**config.mk**
```make
export PLATFORM = sky130hd
export DESIGN_NAME = core_mem_fsm
export DESIGN_NICKNAME = d
export VERILOG_FILES = /design/src/rtl/core_mem_fsm.sv
export SDC_FILE = /design/constraint.sdc
export NUM_CORES = 1
export LEC_CHECK = 0
export ABC_AREA = 1
export ABC_CLOCK_PERIOD_IN_PS = 6700
export CAP_MARGIN = 5
export CORE_AREA = 4 4 282 284
export CTS_CLUSTER_SIZE = 16
export DETAILED_ROUTE_END_ITERATION = 7
export DIE_AREA = 0 0 286 288
export PLACE_DENSITY = 0.43
export SLEW_MARGIN = 15
export SYNTH_ARGS = -nofsm -noshare
export SYNTH_HDL_FRONTEND = slang
export SYNTH_SLANG_ARGS = --single-unit
export TNS_END_PERCENT = 5
```
**constraint.sdc**
```tcl
create_clock -name clk -period 6.7 [get_ports clk]
set_clock_uncertainty 0.1 [all_clocks]
set_input_delay 1.34 -clock clk [delete_from_list [all_inputs] [get_ports clk]]
set_output_delay 1.34 -clock clk [all_outputs]
set_load 0.02 [all_outputs]
```
**src/rtl/core_mem_fsm.sv**
```systemverilog
// core_mem_fsm
// Multi-cycle memory sequencer sitting between a RISC-V core datapath and
// valid/ready imem/dmem channels. Each instruction does one fetch, then an
// optional data read or write, then a single non-stalled COMMIT cycle.
// Waiting on a reply can be bounded by TIMEOUT; a timeout forces COMMIT
// and raises bus_err for that cycle.
module core_mem_fsm #(
    parameter int ADDR_WIDTH = 64,
    parameter int DATA_WIDTH = 64,
    parameter int MASK_WIDTH = DATA_WIDTH / 8,
    parameter int TIMEOUT    = 0
) (
    input  logic                  clk,
    input  logic                  rst,

    // core side
    input  logic [ADDR_WIDTH-1:0] pc,
    input  logic [ADDR_WIDTH-1:0] alu_res,
    input  logic                  we_mem,
    input  logic                  re_mem,
    input  logic [DATA_WIDTH-1:0] wdata,
    input  logic [MASK_WIDTH-1:0] wmask,
    output logic                  stall,
    output logic [DATA_WIDTH-1:0] inst_data,
    output logic [DATA_WIDTH-1:0] load_data,
    output logic                  bus_err,

    // instruction fetch channel
    output logic                  imem_r_req_valid,
    input  logic                  imem_r_req_ready,
    output logic [ADDR_WIDTH-1:0] imem_r_req_addr,
    input  logic                  imem_r_rep_valid,
    output logic                  imem_r_rep_ready,
    input  logic [DATA_WIDTH-1:0] imem_r_rep_data,

    // data read channel
    output logic                  dmem_r_req_valid,
    input  logic                  dmem_r_req_ready,
    output logic [ADDR_WIDTH-1:0] dmem_r_req_addr,
    input  logic                  dmem_r_rep_valid,
    output logic                  dmem_r_rep_ready,
    input  logic [DATA_WIDTH-1:0] dmem_r_rep_data,

    // data write channel
    output logic                  dmem_w_req_valid,
    input  logic                  dmem_w_req_ready,
    output logic [ADDR_WIDTH-1:0] dmem_w_req_addr,
    output logic [DATA_WIDTH-1:0] dmem_w_req_data,
    output logic [MASK_WIDTH-1:0] dmem_w_req_mask,
    input  logic                  dmem_w_rep_valid,
    output logic                  dmem_w_rep_ready
);

    // Byte-offset bits dropped from every bus address.
    localparam int OFS = $clog2(DATA_WIDTH / 8);
    localparam logic [ADDR_WIDTH-1:0] ALIGN_MASK =
        {{(ADDR_WIDTH - OFS){1'b1}}, {OFS{1'b0}}};

    // Wait counter only needs to reach TIMEOUT.
    localparam int CW = (TIMEOUT > 1) ? $clog2(TIMEOUT + 1) : 1;
    localparam logic [CW-1:0] TMO_C = CW'(TIMEOUT);

    typedef enum logic [2:0] {
        IF_REQ   = 3'd0,
        IF_WAIT  = 3'd1,
        MEM_REQ  = 3'd2,
        MEM_WAIT = 3'd3,
        COMMIT   = 3'd4
    } state_t;

    state_t          state, state_nxt;
    logic [1:0]      rst_sync;
    logic [1:0]      run_sync;
    logic            rst_n_i;
    logic            run;
    logic            wr_op, rd_op;
    logic            err_q;
    logic [CW-1:0]   cnt;
    logic [CW-1:0]   cnt_inc;
    logic            tmo_hit;
    logic            tmo_take;
    logic            ireq_hs, irep_hs;
    logic            mreq_hs, mrep_hs;

    // Reset release synchroniser. Assertion is immediate, release takes two
    // edges. A twin chain drives the output gating so the flop that is used
    // as an asynchronous reset never also feeds clocked data paths.
    always_ff @(posedge clk or negedge rst) begin
        if (!rst) begin
            rst_sync <= '0;
            run_sync <= '0;
        end else begin
            rst_sync <= {rst_sync[0], 1'b1};
            run_sync <= {run_sync[0], 1'b1};
        end
    end

    assign rst_n_i = rst_sync[1];
    assign run     = run_sync[1];

    // Handshakes seen this cycle; at most one data channel is ever active.
    assign ireq_hs = imem_r_req_valid & imem_r_req_ready;
    assign irep_hs = imem_r_rep_valid & imem_r_rep_ready;
    assign mreq_hs = (dmem_r_req_valid & dmem_r_req_ready) |
                     (dmem_w_req_valid & dmem_w_req_ready);
    assign mrep_hs = (dmem_r_rep_valid & dmem_r_rep_ready) |
                     (dmem_w_rep_valid & dmem_w_rep_ready);

    // Timeout fires on the TIMEOUT-th wait cycle unless the reply arrives in it.
    assign cnt_inc  = cnt + 1'b1;
    assign tmo_hit  = (TIMEOUT != 0) && (cnt_inc == TMO_C);
    assign tmo_take = tmo_hit &&
                      (((state == IF_WAIT)  && !irep_hs) ||
                       ((state == MEM_WAIT) && !mrep_hs));

    // State register.
    always_ff @(posedge clk or negedge rst_n_i) begin
        if (!rst_n_i) state <= IF_REQ;
        else          state <= state_nxt;
    end

    // Next-state logic.
    always_comb begin
        state_nxt = state;
        case (state)
            IF_REQ: begin
                if (ireq_hs) state_nxt = IF_WAIT;
            end
            IF_WAIT: begin
                if (irep_hs)      state_nxt = (we_mem | re_mem) ? MEM_REQ : COMMIT;
                else if (tmo_hit) state_nxt = COMMIT;
            end
            MEM_REQ: begin
                if (mreq_hs) state_nxt = MEM_WAIT;
            end
            MEM_WAIT: begin
                if (mrep_hs || tmo_hit) state_nxt = COMMIT;
            end
            COMMIT: begin
                state_nxt = IF_REQ;
            end
            default: state_nxt = IF_REQ;
        endcase
    end

    // Handshake and core-facing control outputs, all decoded from state.
    always_comb begin
        imem_r_req_valid = run && (state == IF_REQ);
        imem_r_rep_ready = run && (state == IF_WAIT);
        dmem_r_req_valid = run && (state == MEM_REQ)  && rd_op;
        dmem_w_req_valid = run && (state == MEM_REQ)  && wr_op;
        dmem_r_rep_ready = run && (state == MEM_WAIT) && rd_op;
        dmem_w_rep_ready = run && (state == MEM_WAIT) && wr_op;
        stall            = !(run && (state == COMMIT));
        bus_err          = run && (state == COMMIT) && err_q;
    end

    // Request payloads come straight from the core, which holds them while stalled.
    assign imem_r_req_addr = pc & ALIGN_MASK;
    assign dmem_r_req_addr = alu_res & ALIGN_MASK;
    assign dmem_w_req_addr = alu_res & ALIGN_MASK;
    assign dmem_w_req_data = wdata;
    assign dmem_w_req_mask = wmask;

    // Latch the data operation when leaving fetch; a store wins over a load.
    always_ff @(posedge clk or negedge rst_n_i) begin
        if (!rst_n_i) begin
            wr_op <= 1'b0;
            rd_op <= 1'b0;
        end else if ((state == IF_WAIT) && irep_hs) begin
            wr_op <= we_mem;
            rd_op <= re_mem & ~we_mem;
        end
    end

    // Wait-cycle counter: cleared while requesting, counts each wait cycle.
    always_ff @(posedge clk or negedge rst_n_i) begin
        if (!rst_n_i) begin
            cnt <= '0;
        end else if ((state == IF_WAIT) || (state == MEM_WAIT)) begin
            cnt <= cnt_inc;
        end else begin
            cnt <= '0;
        end
    end

    // Reply data registers; a timed-out reply leaves the old value in place.
    always_ff @(posedge clk or negedge rst_n_i) begin
        if (!rst_n_i) begin
            inst_data <= '0;
            load_data <= '0;
        end else begin
            if (irep_hs) inst_data <= imem_r_rep_data;
            if (dmem_r_rep_valid && dmem_r_rep_ready) load_data <= dmem_r_rep_data;
        end
    end

    // Timeout flag for the current instruction, reported and cleared in COMMIT.
    always_ff @(posedge clk or negedge rst_n_i) begin
        if (!rst_n_i)               err_q <= 1'b0;
        else if (tmo_take)          err_q <= 1'b1;
        else if (state == COMMIT)   err_q <= 1'b0;
    end

endmodule

```
==> summary.md <==
| Metric | Value |
|---|---|
| Number of post-CTS setup repair buffers | `0` |
| Fin. Hold Viols | `0` |
| Cell row count | `102` |
| Finish-stage setup viols | `0` |
| Routed length on met1 | `9560 um` |
| Overflow after GRT | `0` |
| Die width | `286 um` |
| Total number of vias | `5383` |
| Leak | `4.30 nW` |
| Die area | `82400 um2` |
| Final antenna-violating net count | `0` |
| Clock tree root buffer cell | `sky130_fd_sc_hd__clkbuf_16` |
| Starting Density | `9.67%` |
| P per Cell Area | `approximately 440 nW/um2` |
| Maximum number of pins on one net before global-route repair | `66` |
| Maximum Capacitance Violations | `0` |
| Synthesis Warnings | `0` |
| Number of enable-type register cells in the synthesized netlist | `0` |
| Total global-route track usage | `6.63%` |
| Via count of the first global-routing pass | `5729` |
| Later-pin clock latency in the skew report | `0.45 ns` |
| DR DRC count | `0` |
| Clock buffer count from CTS | `17` |
| Sum of net half-perimeters after detailed placement | `20500 um` |
| Synth Register Bits | `135` |
| Maximum clock rate | `0.260 GHz` |
| Sink Count | `135` |
| Biggest area consumer among synthesized cells | `sky130_fd_sc_hd__dfrtp_1` |
| Nature of the critical path startpoint | `flop` |
| Detailed Routing Iterations Pass 1 | `4` |
| Synth top area share | `45.3%` |
| Sum of met3 wire segment lengths after detailed routing | `around 3700 um` |
| Cts hold-fix bufs | `0` |
| Sequential fraction of the synthesis area | `45.3%` |
| Proportion of synthesized flip-flops having asynchronous set or reset | `100%` |
| Data arrival time at the worst-slack endpoint | `2.41 ns` |
| First-iteration detailed-routing DRC count | `approximately 140` |
| Area overhead of the layout relative to synthesis | `32.9%` |
| Period minus WS final | `3.85 ns` |
| CTS H-Tree Depth | `4` |
| Total wire length after detailed routing | `27700 um` |
| Post-layout nets | `1217` |
| CP Class | `reg2out` |
| Die span in y | `288 um` |
| Accumulated negative setup slack | `0 ns` |
| Number of top-level pins | `738` |
| Wire length of the first global-routing pass | `38900 um` |
| IR drop worst, VDD | `0.166 mV` |
| PostCTS Resize Cnt | `0` |
| Top cells by area, synth | `sky130_fd_sc_hd__dfrtp_1, sky130_fd_sc_hd__buf_4, sky130_fd_sc_hd__nand2_1` |
| Final weighted congestion of routability-driven global placement | `0.786` |
| Run status | `complete, no violations` |
| Crit. End Element | `output pin` |
| Fin. max-slew vios | `0` |
| Standard cell core area | `77100 um2` |
| Worst R2R Path Depth | `8` |
| Clock slew seen by the registers of the worst setup and hold paths | `0.07 ns` |
| Setup repair after global routing missed its margin | `no` |
| Initial antenna violation count | `4` |
| Total instance count after detailed placement | `1900` |
| Fraction of final layout cells with drive strength greater than 1 | `6.51%` |
| TritonCTS clock tree | `done` |
| Prevailing post-synth register cell | `sky130_fd_sc_hd__dfrtp_1` |
| Summed instance area of the synthesized netlist | `7450 um2` |
| DP Worst Slack | `2.82 ns` |
| Number of unique standard cell types used by synthesis | `22` |
| Maximum clock path buffer count | `2` |
| Routed vias/inst | `2.78` |
| Top Metal Used | `met5` |
| Non-filler cells, final | `1934` |
| Mean instance size in the synthesized netlist | `between 8 and 9 um2` |
| Routed wl met2 | `11900 um` |
| Transition at the pin with the smallest max-transition slack | `1.02 ns` |
| Largest fanout on the critical path | `21` |
| Final setup slack of the worst path | `2.85 ns` |
| Relative slew slack | `31.7%` |
| Class of the most critical hold timing path | `reg2async` |
| Required time at the worst-slack endpoint | `5.26 ns` |
| Portion of the clock cycle consumed by the worst path in the final layout | `a little under three fifths` |
| Wire length per cell after detailed routing | `14.3 um` |
| Number of I/O port buffers | `272` |
| Cell count after synthesis | `872` |
==> cell usage in the layout (no fill, tap or decap), drive strengths merged <==
cell and n:
nand2 331, clkdlybuf4s50 271, dfrtp 135, nand3 70, clkbuf 20, inv 14
conb 11, buf 9, nor2 9, clkinv 4, diode 3, a21oi 3
clkinvlp 3, a31oi 2, nand4 2, bufinv 2, nor3 2, o211ai 1
o21a 1, o22ai 1
==> power by group <==
group          internal, mW  switching (mW)
registers              1.20           0.236
clock network         0.566           0.415
logic                 0.905            1.02
==> Yosys cell counts (2+ instances only) <==
master                       n
sky130_fd_sc_hd__nor2_1      8
sky130_fd_sc_hd__nand2_1   321
sky130_fd_sc_hd__nand2_2    10
sky130_fd_sc_hd__conb_1      2
sky130_fd_sc_hd__nand4_1     2
sky130_fd_sc_hd__a31oi_1     2
sky130_fd_sc_hd__buf_2      13
sky130_fd_sc_hd__buf_6      17
sky130_fd_sc_hd__nand3_2     2
sky130_fd_sc_hd__a21oi_1     3
sky130_fd_sc_hd__dfrtp_1   135
sky130_fd_sc_hd__clkbuf_1    5
sky130_fd_sc_hd__inv_2       2
sky130_fd_sc_hd__nand3_1    68
sky130_fd_sc_hd__buf_4     266
sky130_fd_sc_hd__inv_1      10
==> metrics by stage <==
| step | power [mW] | hold slack (ns) | area (um2) | util [%] |
|---|---|---|---|---|
| 2_1_floorplan | 2.59 | 0.231 | 7490 | - |
| 4_1_cts | 4.47 | 0.152 | 9900 | 12.8 |
| 5_1_grt | 4.66 | 0.171 | 9900 | 12.8 |
| 3_3_place_gp | 3.39 | 0.156 | 9320 | 12.1 |
| 3_5_place_dp | 3.40 | 0.160 | 9320 | 12.1 |
| 6_report | 4.34 | 0.124 | 9900 | 12.8 |
==> layout make-up <==
| type | count | area (um2) |
|---|---|---|
| clock inverters | 11 | 124 |
| inverters | 12 | 45.0 |
| multi-input cells | 433 | 1810 |
| flip-flops and latches | 135 | 3380 |
| fillers | 8872 | 67200 |
| diodes | 3 | 7.51 |
| well taps | 1040 | 1300 |
| repair buffers | 280 | 2780 |
| clock buffers | 20 | 457 |
==> registers in the layout, summed over array words and instances, names as in the netlist <==
name       cells
load_data     64
rd_op          1
wr_op          1
inst_data     64
run_sync       1
state          3
rst_sync       1
==> cells by family after synthesis <==
| logic type | count (synthesis) | synth area share (%) |
|---|---|---|
| DFF | 135 | 45.3 |
| other | 2 | 0.101 |
| AOI/OAI and AO/OA | 8 | 0.655 |
| buffers and inverters | 313 | 31.1 |
| and+or+nand+nor | 414 | 22.8 |
==> path summary, 6_finish.rpt <==
check | startpoint | to | slack (ns)
min in group clk | run_sync[0] | rst_sync[1] | 0.25
max | rst_sync[1] | dmem_w_req_valid | 2.85
min reg2reg | rst_sync[1] | load_data[60] | 0.12
max in group asynchronous | rst_sync[1] | inst_data[19] | 4.98
max reg2reg | rst_sync[1] | wr_op | 3.86
min | rst_sync[1] | load_data[60] | 0.12
==> layer usage <==
| metal | global-route usage [%] | vias up |
|---|---|---|
| met5 | 0 | - |
| met4 | 6.49 | 2 |
| met3 | 4.13 | 148 |
| met2 | 9.83 | 401 |
| met1 | 6.17 | 2414 |
| li1 | - | 2418 |
==> critical path, stage by stage (launching register included) <==
cell	delay (ns)
sky130_fd_sc_hd__dfrtp_4	0.64
sky130_fd_sc_hd__buf_4	0.38
sky130_fd_sc_hd__nand2_1	0.12
sky130_fd_sc_hd__nor2_1	0.16
sky130_fd_sc_hd__clkdlybuf4s50_1	0.66
Note: power is estimated with default switching activity, not from simulation.
